<file path="src/rtl/gen_pipe_regs.sv">
// gen_pipe_regs: multi-lane elastic register pipeline with bubble
// collapsing, synchronous flush and per-lane occupancy counters.
module gen_pipe_regs #(
   parameter int WIDTH = 8,
   parameter int DEPTH = 2,
   parameter int CHANNELS = 2,
   parameter logic [WIDTH-1:0] RST_VAL = '0,
   localparam int CW = (DEPTH < 1) ? 1 : $clog2(DEPTH + 1)
) (
   input  logic                      clk,
   input  logic                      rst,
   input  logic                      flush,
   input  logic [CHANNELS-1:0]       in_valid,
   output logic [CHANNELS-1:0]       in_ready,
   input  logic [CHANNELS*WIDTH-1:0] in_data,
   output logic [CHANNELS-1:0]       out_valid,
   input  logic [CHANNELS-1:0]       out_ready,
   output logic [CHANNELS*WIDTH-1:0] out_data,
   output logic [CHANNELS*CW-1:0]    occ
);

   if (DEPTH == 0) begin : g_pass
      logic unused_pass;
      assign out_valid   = in_valid;
      assign out_data    = in_data;
      assign in_ready    = out_ready;
      assign occ         = '0;
      assign unused_pass = ^{clk, rst, flush};
   end else begin : g_pipe
      for (genvar c = 0; c < CHANNELS; c++) begin : g_lane
         logic [DEPTH-1:0] v_q;
         logic [DEPTH-1:0] v_d;
         logic [DEPTH-1:0] acc;
         logic [WIDTH-1:0] d_q [DEPTH];
         logic [CW-1:0]    occ_q;
         logic [CW-1:0]    occ_d;
         logic             in_go;
         logic             out_go;

         // acc[k]: stage k is empty or vacates this cycle
         always_comb begin
            logic a;
            a = !v_q[DEPTH-1] || out_ready[c];
            acc = '0;
            acc[DEPTH-1] = a;
            for (int k = DEPTH - 2; k >= 0; k--) begin
               a = !v_q[k] || a;
               acc[k] = a;
            end
         end

         assign in_ready[c]  = acc[0] && !flush;
         assign out_valid[c] = v_q[DEPTH-1] && !flush;
         assign in_go        = in_valid[c] && in_ready[c];
         assign out_go       = out_valid[c] && out_ready[c];

         assign out_data[c*WIDTH +: WIDTH] = d_q[DEPTH-1];
         assign occ[c*CW +: CW]            = occ_q;

         always_comb begin
            v_d = v_q;
            for (int k = 1; k < DEPTH; k++) begin
               if (acc[k]) v_d[k] = v_q[k-1];
            end
            if (acc[0]) v_d[0] = in_valid[c];
            occ_d = occ_q + CW'(in_go) - CW'(out_go);
         end

         always_ff @(posedge clk) begin
            if (rst || flush) begin
               v_q   <= '0;
               occ_q <= '0;
            end else begin
               v_q   <= v_d;
               occ_q <= occ_d;
            end
         end

         // data moves only with a valid word; flush keeps contents
         always_ff @(posedge clk) begin
            if (rst) begin
               for (int k = 0; k < DEPTH; k++) d_q[k] <= RST_VAL;
            end else if (!flush) begin
               for (int k = 1; k < DEPTH; k++) begin
                  if (acc[k] && v_q[k-1]) d_q[k] <= d_q[k-1];
               end
               if (in_go) d_q[0] <= in_data[c*WIDTH +: WIDTH];
            end
         end
      end
   end

endmodule
</file>
<file path="config.mk">
export PLATFORM = sky130hd
export DESIGN_NAME = gen_pipe_regs
export DESIGN_NICKNAME = d
export VERILOG_FILES = /design/src/rtl/gen_pipe_regs.sv
export SDC_FILE = /design/constraint.sdc
export NUM_CORES = 1
export LEC_CHECK = 0
export ABC_AREA = 0
export BUFFER_PORTS_ARGS = -buffer_cell sky130_fd_sc_hd__buf_4
export CORE_MARGIN = 2
export CORE_UTILIZATION = 58
export CTS_CLUSTER_SIZE = 40
export DETAILED_ROUTE_END_ITERATION = 7
export PLACE_DENSITY = 0.85
export SLEW_MARGIN = 20
export SYNTH_ARGS = -nofsm -noshare
export SYNTH_HDL_FRONTEND = slang
export SYNTH_SLANG_ARGS = --single-unit
export TNS_END_PERCENT = 30
</file>
<file path="constraint.sdc">
create_clock -name clk -period 2.64 [get_ports clk]
set_clock_uncertainty 0.05 [all_clocks]
set_input_delay 0.396 -clock clk [delete_from_list [all_inputs] [get_ports clk]]
set_output_delay 0.396 -clock clk [all_outputs]
set_load 0.03 [all_outputs]
</file>
==> flow_summary.json <==
{
  "synthTopCellsByArea": "edfxtp_1 45%, nor4b_2 23%, dfxtp_1 7.5%, buf_4 5.6%, buf_6 3.2%",
  "wl_per_cell_um": 14.6,
  "die_area_um2": 4170,
  "seq_area_frac_synth": 0.527,
  "r2r-end": "g_pipe.g_lane[0].occ_q[1]",
  "maxCapViolCount": 0,
  "area.growth.synth_to_final_pct": 15.5,
  "syn_nets": 172,
  "grt_pass1_wl_um": 5490,
  "clockBufferDepth": 2,
  "drtAntennaViolNets": 0,
  "finalCritPeriodShare": 0.603,
  "hold_start": "in_valid[1]",
  "hold_viol": 0,
  "worst_setup_path_end_kind": "register",
  "leakagePower_uw": 0.000946,
  "cts_resized": 0,
  "root_buffer": "clkbuf_8",
  "final_cells": 224,
  "ys_warn_count": 0,
  "viasPerCell": 5.38,
  "cts_setup_buffers": 0,
  "synth_seq_cells": 40,
  "worstHoldEndpoint": "g_pipe.g_lane[1].v_q[0]",
  "setup.worst_path.class": "input pin to register",
  "worstHoldPathType": "input pin to register",
  "die_x_um": 64.6,
  "vdd_drop_max_mv": 0.365,
  "dp_hpwl_um": 2230,
  "antenna_found_initial": 0,
  "num_rows": 22,
  "fin_ws_ns": 1.05,
  "port_buffers": 46,
  "core_um2": 3610,
  "fill_cells": 263,
  "cts.sinks": 40,
  "reg2reg_from": "g_pipe.g_lane[0].v_q[1]",
  "grt_overflow": 0,
  "start_kind": "input pin",
  "htree_levels": 2,
  "worst_slew_pin_slew_ns": 1.09,
  "cts_buffers": 5,
  "grt_use_total": 0.176,
  "cp_slowest_cell": "or2_2",
  "synthDistinctLibCells": 21,
  "drtIter0Drc": 57,
  "drive_above_1_share": 0.523,
  "remaining_drc_errors": 0,
  "clock_latency_ns": 0.28,
  "io_pins": 47,
  "hold_depth": 3,
  "critPathMaxFanout": 40,
  "cts.clk_slew.worst_paths_ns": 0.07,
  "post-route-min-period_ns": 1.59,
  "synthesis.area_um2": 2130,
  "initial_core_util": 0.590,
  "cp.arrival_ns": 1.64,
  "synth_top_area_frac": 0.452,
  "syn_area_per_cell_um2": 14.7,
  "antenna_cells": 0,
  "gp_congestion": 0.785,
  "synth_top_cell_by_area": "edfxtp_1",
  "rsz0062_at_grt": "no",
  "finalSetupViolations": 0,
  "wl_um": 3270,
  "outcome": "finished clean",
  "grt_pass1_vias": 1127,
  "slew_headroom": 0.273,
  "r2r_slack_ns": 1.07,
  "ctsHoldBuffers": 0,
  "critical_path.cell_chain": "buf_4, or2_2, nor4b_2",
  "worst_ep_required_time_ns": 2.68,
  "die_h_um": 64.6,
  "dp.cells": 216,
  "pre_cts_ws_ns": 0.747,
  "finalMaxSlewViolations": 0,
  "cts_tree": "done",
  "routed-via-count": 1204,
  "netlist_instances": 145,
  "nets": 202,
  "power.density_nw_per_um2": 560,
  "r2r_cells": 7,
  "first_pass_iters": 4,
  "max_freq_mhz": 629,
  "max_stage_delay_ns": 0.67,
  "finalSetupTns_ns": 0,
  "grt_max_degree": 41
}
==> cells in the mapped netlist <==
master / number
a21o_1: 2
a21oi_1: 4
a31o_1: 2
and2_1: 2
and3b_1: 2
buf_2: 5
buf_4: 16
buf_6: 6
dfxtp_1: 8
edfxtp_1: 32
ha_1: 4
inv_1: 9
nand2_1: 2
nand2b_1: 2
nand3b_1: 2
nor2_1: 6
nor2_2: 2
nor2b_1: 4
nor4b_2: 32
or2_1: 1
xnor3_1: 2
==> cell usage in the layout (no fill, tap or decap) <==
master / Yosys / final
buf_4: 16 / 50
nor4b_2: 32 / 32
edfxtp_1: 32 / 32
inv_1: 9 / 9
dfxtp_1: 8 / 8
nor2_1: 6 / 6
clkbuf_8: 0 / 5
nor2b_1: 4 / 4
a21oi_1: 4 / 4
ha_1: 4 / 4
and3b_1: 2 / 2
nand3b_1: 2 / 2
nand2_1: 2 / 2
and2_1: 2 / 2
a21o_1: 2 / 2
nand2b_1: 2 / 2
a31o_1: 2 / 2
nor2_2: 2 / 2
xnor3_1: 2 / 2
or2_2: 0 / 1
clkinv_2: 0 / 1
bufinv_16: 0 / 1
clkbuf_1: 0 / 1
==> cell families (layout without fill, tap and decap cells) <==
logic type      Yosys count  count (layout)  synth area share
buf+inv                  36              67             0.116
compound gates            8               8            0.0247
fa+ha+maj                 4               4            0.0235
flops                    40              40             0.527
simple gates             55              55             0.288
xor+xnor                  2               2            0.0212
==> registers in the layout (all words and copies together), names as in the netlist <==
name,cells
g_pipe.g_lane.d_q,32
g_pipe.g_lane.occ_q,4
g_pipe.g_lane.v_q,4
==> final cells by class <==
cell class              count  area (um^2)  area share
flip-flops and latches     40         1120       0.456
clock inverters             2         35.0      0.0143
well taps                  48         60.1      0.0244
repair buffers             50          375       0.153
clock buffers               6         72.6      0.0295
multi-input cells          69          759       0.309
inverters                   9         33.8      0.0137
==> worst max-delay path by stage <==
| stage | cells after the start | slack, ns | to | start |
|---|---|---|---|---|
| final | 3 | 1.05 | g_pipe.g_lane[0].d_q[0][0] | flush |
| after global routing | 7 | 0.89 | g_pipe.g_lane[0].occ_q[1] | g_pipe.g_lane[0].v_q[1] |
| after CTS | 3 | 1.04 | g_pipe.g_lane[0].d_q[0][0] | flush |
| after detailed placement | 3 | 0.75 | g_pipe.g_lane[0].d_q[0][0] | flush |
| after global placement | 3 | 0.86 | g_pipe.g_lane[1].d_q[0][12] | flush |
| after floorplan | 7 | 0.80 | g_pipe.g_lane[0].occ_q[1] | flush |
==> power breakdown <==
part           leakage (uW)  internal, uW  switching (uW)
Sequential         0.000402           716            10.2
Combinational      0.000488          75.5            98.5
Clock             0.0000552           280             197
Total              0.000946          1070             306
==> worst max-delay path: cells and delay by family <==
kind,cells,cell delay (ns)
buffers and inverters,1,0.14
AND/OR/NAND/NOR,2,1.08
==> stage by stage <==
| step | hold WS (ns) | cell area (um^2) | utilization | total power (uW) |
|---|---|---|---|---|
| CTS | 0.317 | 2460 | 0.681 | 1390 |
| floorplan | 0.418 | 2130 | - | 868 |
| global route | 0.311 | 2460 | 0.681 | 1430 |
| finish | 0.331 | 2460 | 0.681 | 1380 |
| global placement | 0.429 | 2350 | 0.652 | 908 |
| detailed placement | 0.444 | 2350 | 0.652 | 914 |
==> per-layer routing <==
layer	wire (um)	GRT usage
met1	1450	0.233
met2	1620	0.275
met3	181	0.0590
met4	18	0.0559
met5	0	0
No activity file was read; power rests on OpenSTA's default activity.
